[src/rtl/cardinal_interlock_unit.sv]
// Hazard/interlock and WB->EX forwarding unit for the cardinal 4-stage pipeline.
// Multi-cycle EX ops stall by class latency; WB data is merged into EX operands per lane mask.
module cardinal_interlock_unit #(
    parameter int DATA_W    = 64,
    parameter int REG_AW    = 5,
    parameter int LD_LAT    = 2,
    parameter int MUL_LAT   = 2,
    parameter int ADD64_LAT = 2,
    parameter int PERF_W    = 16
) (
    input  logic              clk,
    input  logic              reset,
    input  logic              ex_valid,
    input  logic [1:0]        ex_class,
    input  logic              ex_kill,
    input  logic [REG_AW-1:0] ex_rs_a,
    input  logic [REG_AW-1:0] ex_rs_b,
    input  logic              ex_use_a,
    input  logic              ex_use_b,
    input  logic [DATA_W-1:0] opr_a_in,
    input  logic [DATA_W-1:0] opr_b_in,
    input  logic              wb_wen,
    input  logic [REG_AW-1:0] wb_rd,
    input  logic [2:0]        wb_ppp,
    input  logic [DATA_W-1:0] wb_data,
    output logic              stall,
    output logic              ex_last,
    output logic [DATA_W-1:0] opr_a_out,
    output logic [DATA_W-1:0] opr_b_out,
    output logic [PERF_W-1:0] stall_cycles
);

    localparam int         H         = DATA_W / 2;
    localparam logic [3:0] LAT_LD    = 4'(LD_LAT);
    localparam logic [3:0] LAT_MUL   = 4'(MUL_LAT);
    localparam logic [3:0] LAT_ADD64 = 4'(ADD64_LAT);

    // Lane mask; positions are MSB-first, so msb-index j = DATA_W-1-i and byte j/8.
    function automatic logic [DATA_W-1:0] lane_mask(input logic [2:0] ppp);
        logic [DATA_W-1:0] m;
        int                j;
        m = '0;
        for (int i = 0; i < DATA_W; i++) begin
            j = DATA_W - 1 - i;
            case (ppp)
                3'b000:  m[i] = 1'b1;
                3'b001:  m[i] = (j < H);
                3'b010:  m[i] = (j >= H);
                3'b011:  m[i] = ((j % 16) < 8);
                3'b100:  m[i] = ((j % 16) >= 8);
                default: m[i] = 1'b0;
            endcase
        end
        return m;
    endfunction

    logic [3:0]        r_cnt;
    logic [PERF_W-1:0] r_stall_cycles;
    logic [3:0]        w_lat;
    logic              w_stall;
    logic              w_ex_last;
    logic              w_hit_a;
    logic              w_hit_b;
    logic [DATA_W-1:0] w_mask;

    // Latency lookup by EX instruction class.
    always_comb begin
        w_lat = 4'd1;
        case (ex_class)
            2'b00:   w_lat = 4'd1;
            2'b01:   w_lat = LAT_LD;
            2'b10:   w_lat = LAT_MUL;
            2'b11:   w_lat = LAT_ADD64;
            default: w_lat = 4'd1;
        endcase
    end

    // Stall until the occupancy counter reaches the final cycle; reset and kill suppress it.
    always_comb begin
        w_stall   = 1'b0;
        w_ex_last = 1'b0;
        if (reset) begin
            w_stall   = 1'b0;
            w_ex_last = 1'b0;
        end else begin
            w_stall   = ex_valid & ~ex_kill & (w_lat > 4'd1) & (r_cnt != (w_lat - 4'd1));
            w_ex_last = ex_valid & ~ex_kill & ~w_stall;
        end
    end

    // Occupancy counter: counts stalled cycles of the current op, returns to 0 otherwise.
    always_ff @(posedge clk or posedge reset) begin
        if (reset) begin
            r_cnt <= 4'd0;
        end else if (w_stall) begin
            r_cnt <= r_cnt + 4'd1;
        end else begin
            r_cnt <= 4'd0;
        end
    end

    // Saturating performance counter of stalled cycles.
    always_ff @(posedge clk or posedge reset) begin
        if (reset) begin
            r_stall_cycles <= '0;
        end else if (w_stall && (r_stall_cycles != {PERF_W{1'b1}})) begin
            r_stall_cycles <= r_stall_cycles + {{(PERF_W-1){1'b0}}, 1'b1};
        end else begin
            r_stall_cycles <= r_stall_cycles;
        end
    end

    // Forwarding hits; register 0 is hard-wired and never forwards.
    always_comb begin
        w_mask  = lane_mask(wb_ppp);
        w_hit_a = wb_wen & (wb_rd != '0) & (wb_rd == ex_rs_a) & ex_use_a;
        w_hit_b = wb_wen & (wb_rd != '0) & (wb_rd == ex_rs_b) & ex_use_b;
    end

    // Each operand merges WB lanes independently, even when both hit the same register.
    always_comb begin
        opr_a_out = opr_a_in;
        opr_b_out = opr_b_in;
        if (w_hit_a) begin
            opr_a_out = (wb_data & w_mask) | (opr_a_in & ~w_mask);
        end else begin
            opr_a_out = opr_a_in;
        end
        if (w_hit_b) begin
            opr_b_out = (wb_data & w_mask) | (opr_b_in & ~w_mask);
        end else begin
            opr_b_out = opr_b_in;
        end
    end

    assign stall        = w_stall;
    assign ex_last      = w_ex_last;
    assign stall_cycles = r_stall_cycles;

endmodule

[config.mk]
export PLATFORM = sky130hd
export DESIGN_NAME = cardinal_interlock_unit
export DESIGN_NICKNAME = d
export VERILOG_FILES = /design/src/rtl/cardinal_interlock_unit.sv
export SDC_FILE = /design/constraint.sdc
export NUM_CORES = 1
export LEC_CHECK = 0
export BUFFER_PORTS_ARGS = -buffer_cell sky130_fd_sc_hd__buf_2
export CORE_AREA = 10 10 134 136
export CTS_CLUSTER_DIAMETER = 40
export DETAILED_ROUTE_END_ITERATION = 8
export DIE_AREA = 0 0 144 146
export PLACE_DENSITY_LB_ADDON = 0.12
export SLEW_MARGIN = 20
export SYNTH_ARGS = -nofsm -noshare
export SYNTH_HDL_FRONTEND = slang
export SYNTH_SLANG_ARGS = --single-unit
[constraint.sdc]
create_clock -name clk -period 4.17 [get_ports clk]
set_clock_uncertainty 0.1 [all_clocks]
set_input_delay 1.251 -clock clk [delete_from_list [all_inputs] [get_ports clk]]
set_output_delay 1.251 -clock clk [all_outputs]
set_load 0.01 [all_outputs]
======== Word-level counts from Yosys, hierarchy flattened ========
Cells that the tools add are included.
cells by class
  multiplexer cells ....................... 10
  divide/modulo/power cells ............... 0
  $add $sub $neg .......................... 3
  reductions and logical operators ........ 9
  shifts and indexed selects .............. 0
  eq/ne operators ......................... 11
  order comparisons ....................... 1
  multiply operators ...................... 0
  bitwise operators ....................... 17
operators with widths
  operator                                                       count
  bitwise AND 64 bit                                             3
  2-to-1 mux 64 bit                                              2
  bitwise OR 64 bit                                              2
  NOT 64 bit                                                     1
  adder 16 x 1 -> 16 bit, second input constant                  1
  != test 16 bit, second input constant                          1
  OR reduction 3 bit                                             5
  equality test 5 bit                                            2
  bitwise AND 1 bit                                              9
  one-hot mux 4 bit (2 select lines)                             1
  equality test 3 x 2 -> 1 bit, second input constant            2
  2-to-1 mux 1 bit                                               6
  nonzero test 5 bit                                             1
  adder 4 x 1 -> 4 bit, second input constant                    1
  equality test 2 bit, second input constant                     2
  greater-than comparator 4 x 1 -> 1 bit, second input constant  1
  2-to-1 mux 4 bit                                               1
  != test 4 bit                                                  1
  subtractor 4 x 1 -> 4 bit, second input constant               1
  equality test 3 x 1 -> 1 bit, second input constant            1
  equality test 3 bit, second input constant                     1
  zero test 3 bit                                                1
  equality test 2 x 1 -> 1 bit, second input constant            1
  zero test 2 bit                                                1
  2 further kinds                                                3
word-level totals
  memories ................................ 0
  bits in latches ......................... 0
  output and inout bits ................... 146
  ROM bits ................................ 0
  flip-flop bits (word level) ............. 20
  bits in writable memories ............... 0

======== Depth between registers and ports, before layout ========
  depth in word-level cells ............... 9
  gate-level depth with buffers ........... 7
  gate-level depth less buffers ........... 6

======== Worst setup path before layout ========
Ideal clock, no wire load.
  path kind ............................... input to output
  from .................................... in ex_rs_a[0]
  to ...................................... out opr_a_out[45]
  stages .................................. 6
  setup slack ............................. -0.108 ns
  data arrival time ....................... 2.927 ns
  buffers on the path ..................... 1
  path through ............................ nand2b_1 > o221ai_1 > or3_1 > a2111oi_4 > buf_6 > mux2_4
on the way
  cells in the longest elaborated chain, start to end .. 4
ends and longest elaborated chain
  what                             line  text
  from (decl)                      16    input logic [REG_AW-1:0] ex_rs_a,
  equality test 5 bit              116   w_hit_a = wb_wen & (wb_rd != '0) & (wb_rd == ex_rs_a) & ex_use_a;
  bitwise AND 1 bit (2 in series)  116
  2-to-1 mux 64 bit                124   if (w_hit_a) begin
  to (decl)                        28    output logic [DATA_W-1:0] opr_a_out,
No other way between the ends.

======== Worst setup path after layout ========
  from .................................... in wb_rd[4]
  to ...................................... out opr_a_out[37]
on the way
  cells in the longest elaborated chain, start to end .. 5
  elaborated cells on any way between the ends .. 6
ends and longest elaborated chain
  what                               line  text
  from (decl)                        23    input logic [REG_AW-1:0] wb_rd,
  nonzero test 5 bit                 116
  bitwise AND 1 bit                  116
  bitwise AND 1 bit * (2 in series)  116
  2-to-1 mux 64 bit *                124
Mark *: on every way between the ends. The rest lies on a longest branch, timed or not.

==> summary.md <==
| Metric | Value |
|---|---|
| Placed cells | a little over 800 |
| Avg Inst Size Synth | ~10 µm² |
| H-tree depth | 1 |
| Max_slew headroom | 49.4% |
| P_leak | between 0.003 and 0.004 µW |
| Clk Latency, worst-skew pair | 0.25 ns |
| Max VDD drop | ~0.23 mV |
| GR met3 Demand/Resource | under 10% |
| Detail Route Antenna Nets | 0 |
| Initial antenna violation count | 6 |
| Final core occ | around two fifths |
| Fmax | roughly 0.23 GHz |
| Dpl hpwl | ~15 mm |
| Die X | approximately 140 µm |
| Top Usage Layer GRT | met2 |
| Max Cap Violations | 0 |
| Row cnt | 46 |
| Die height | 146 µm |
| Share of cells above drive strength 1 | between 80 and 90% |
| Final setup viols | approximately 130 |
| Run status | finished with violations |
| Area growth, synth to finish | 118% |
| Initial DRC Count | 96 |
| Fin. Hold Viols | 0 |
| Design area | ~6000 µm² |
| Final WL | about 18 mm |
| Initial Util | between 15 and 20% |
| Syn nets | between 400 and 500 |
| Min Tclk post-route | ~4.4 ns |
| Clock Path Buffers | 2 |
| Largest cells by area after synthesis | mux2_2 (37%), dfrtp_1 (18%), mux2_1 (12%), xnor2_1 (5.8%), mux2_4 (5.5%) |
| Failing checks | setup timing |
| Top cells by count, synth | mux2_2 (89), mux2_1 (30), dfrtp_1 (20) |
| Met1 usage | 15.9% |
| Post-Syn Area | between 2000 and 3000 µm² |
| CP arrival | 3.02 ns |
| Netlist cell types | 31 |
| Post-DR vias/cell | 4.35 |
| DIE AREA | 21,000 µm² |
| Clk root buf | clkbuf_16 |
| Post-Synthesis Cells | ~260 |
| Number of global-route vias before repair | roughly 4,000 |
| Critical Path RT | approximately 2.8 ns |
| Primary FF master, synth | dfrtp_1 |
| DR pass1 iterations | 4 |
| CTS sink cnt | 20 |
| Synth async-reset ratio | between 90% and 100% |
| Count leader, synth | mux2_2 |
| Ys Warns | 0 |
| Worst-path clk slew | 0.05 ns |
| Layout fillers | 1,570 |
| Area share of the largest cell type after synthesis | about 37% |
| Routed vias | 3,636 |
| Sequential element share of the synthesized area | 18.4% |
| Routed len/inst | about 22 µm |
| IO Count | ~370 |
| DR DRC count | 0 |
| Setup crit end kind | output port |
| Critical path class | in2out |
| Setup crit start kind | input port |
| Storage cell area | around 500 µm² |
| Largest net degree at the start of global routing | 21 |
| Hold Path Class | reg2reg |
| CTS tree | yes |
| IO buf count | about 360 |
| Final-stage net count | ~860 |
| Area of the multi-input gates | between 2000 and 2500 µm² |
| Final Total Pwr | about 910 µW |
| TritonCTS buffer count | 3 |
| CP max FO | 16 |
| Post-synth top area cell | mux2_2 |
| Routability congestion estimate | roughly 0.95 |
| Total Routing Usage GR | approximately 15% |
| Final-report max-slew violation count | 0 |
| Slew @ Worst Pin | between 0.7 and 0.8 ns |
| Grt total ovfl | 0 |
| Post-synth EDFFs | 0 |
| Placed cell areas | a little under 5000 µm² |
| Synth Register Bits | 20 |
| Core area | 15,500 µm² |
| Final worst slack | -0.203 ns |
| PwrDens | about 150 nW/µm² |
| Period utilization | 105% |
| Met2 usage in global routing | 28.4% |
| RSZ-0062 raised after global routing | yes |
| Final std cells w/o fill | ~840 |
| First-pass GRT wire length | 24.8 mm |
## power breakdown
group	internal [µW]	leakage (µW)	switching [µW]
combinational	284	0.00281	194
sequential	213	0.000273	25.4
clock	126	0.0000370	64.4
## sequential cells by signal (all words and copies together) (netlist names)
signal	flops
stall_cycles	16
r_cnt	4
## path summary, 6_finish.rpt
check | from | end | slack [ns] | cells after the start
setup / recovery | wb_rd[4] | opr_a_out[37] | -0.20 | 9
hold / removal | r_cnt[0] | r_cnt[0] | 0.38 | 1
setup reg to reg | r_cnt[0] | stall_cycles[13] | 2.01 | 6
hold reg to reg | r_cnt[0] | r_cnt[0] | 0.38 | 1
max in group asynchronous | reset | stall_cycles[9] | 2.45 | 2
min in group asynchronous | reset | stall_cycles[15] | 1.04 | 2
## cells by family (layout without fill, tap and decap cells)
family	after synthesis	in the layout	synth area share, %
AOI/OAI and AO/OA	9	9	2.89
muxes	129	129	54.7
DFF	20	20	18.4
buffers and inverters	21	398	3.72
xor gates and xnor gates	23	23	7.39
adders and majority gates	2	2	0.918
other	0	3	0
and+or+nand+nor	60	60	12.0
## layout by cell type (no fill, tap or decap), drive strengths merged, types with 2 or more instances in the layout
cell,n
ha,2
dfrtp,20
nor2b,3
buf,385
nand3,8
clkbuf,5
diode,3
nor2,11
nand2,10
inv,8
xnor2,18
mux2,129
and4,2
nand4,8
or3,2
a21oi,4
nand2b,2
and2,7
nor3,2
xor2,5
## what timing repair did
item / 4_1_cts / 5_1_grt
setup buffers: 2 / 2
pin swaps: 4 / 0
gates cloned: 2 / 1
setup endpoints to repair: 128 / 128
hold buffers: 0 / 0
gates resized for setup: 129 / 44
## layout make-up
type | count | area share, %
timing repair buffer | 387 | 45.8
clock buffer | 3 | 1.26
sequential | 20 | 8.42
inverter | 8 | 0.505
antenna | 3 | 0.126
tap | 192 | 4.04
multi-input combinational | 223 | 39.8
## through the flow
stage / TNS (ns) / worst slack, ns / hold slack [ns]
after global routing: -27.21 / -0.265 / 0.402
after CTS: -20.89 / -0.216 / 0.395
after floorplan: -0.0514 / -0.00514 / 0.346
final: -19.21 / -0.203 / 0.385
after detailed placement: -28.70 / -0.268 / 0.388
after global placement: -28.07 / -0.274 / 0.378
## worst max-delay path: stages
cell	delay, ns
buf_8	0.10
or4_4	0.53
o21ai_4	0.17
buf_6	0.12
nor4_4	0.04
nand2_1	0.11
buf_12	0.17
mux2_2	0.35
buf_2	0.15
## routing by layer
metal	part of all wire, %	vias up
met4	0.94	6
met3	10	20
met5	0.23	-
li1	-	1732
met1	36	1673
met2	52	205
Power figures use the tool's default switching activity.
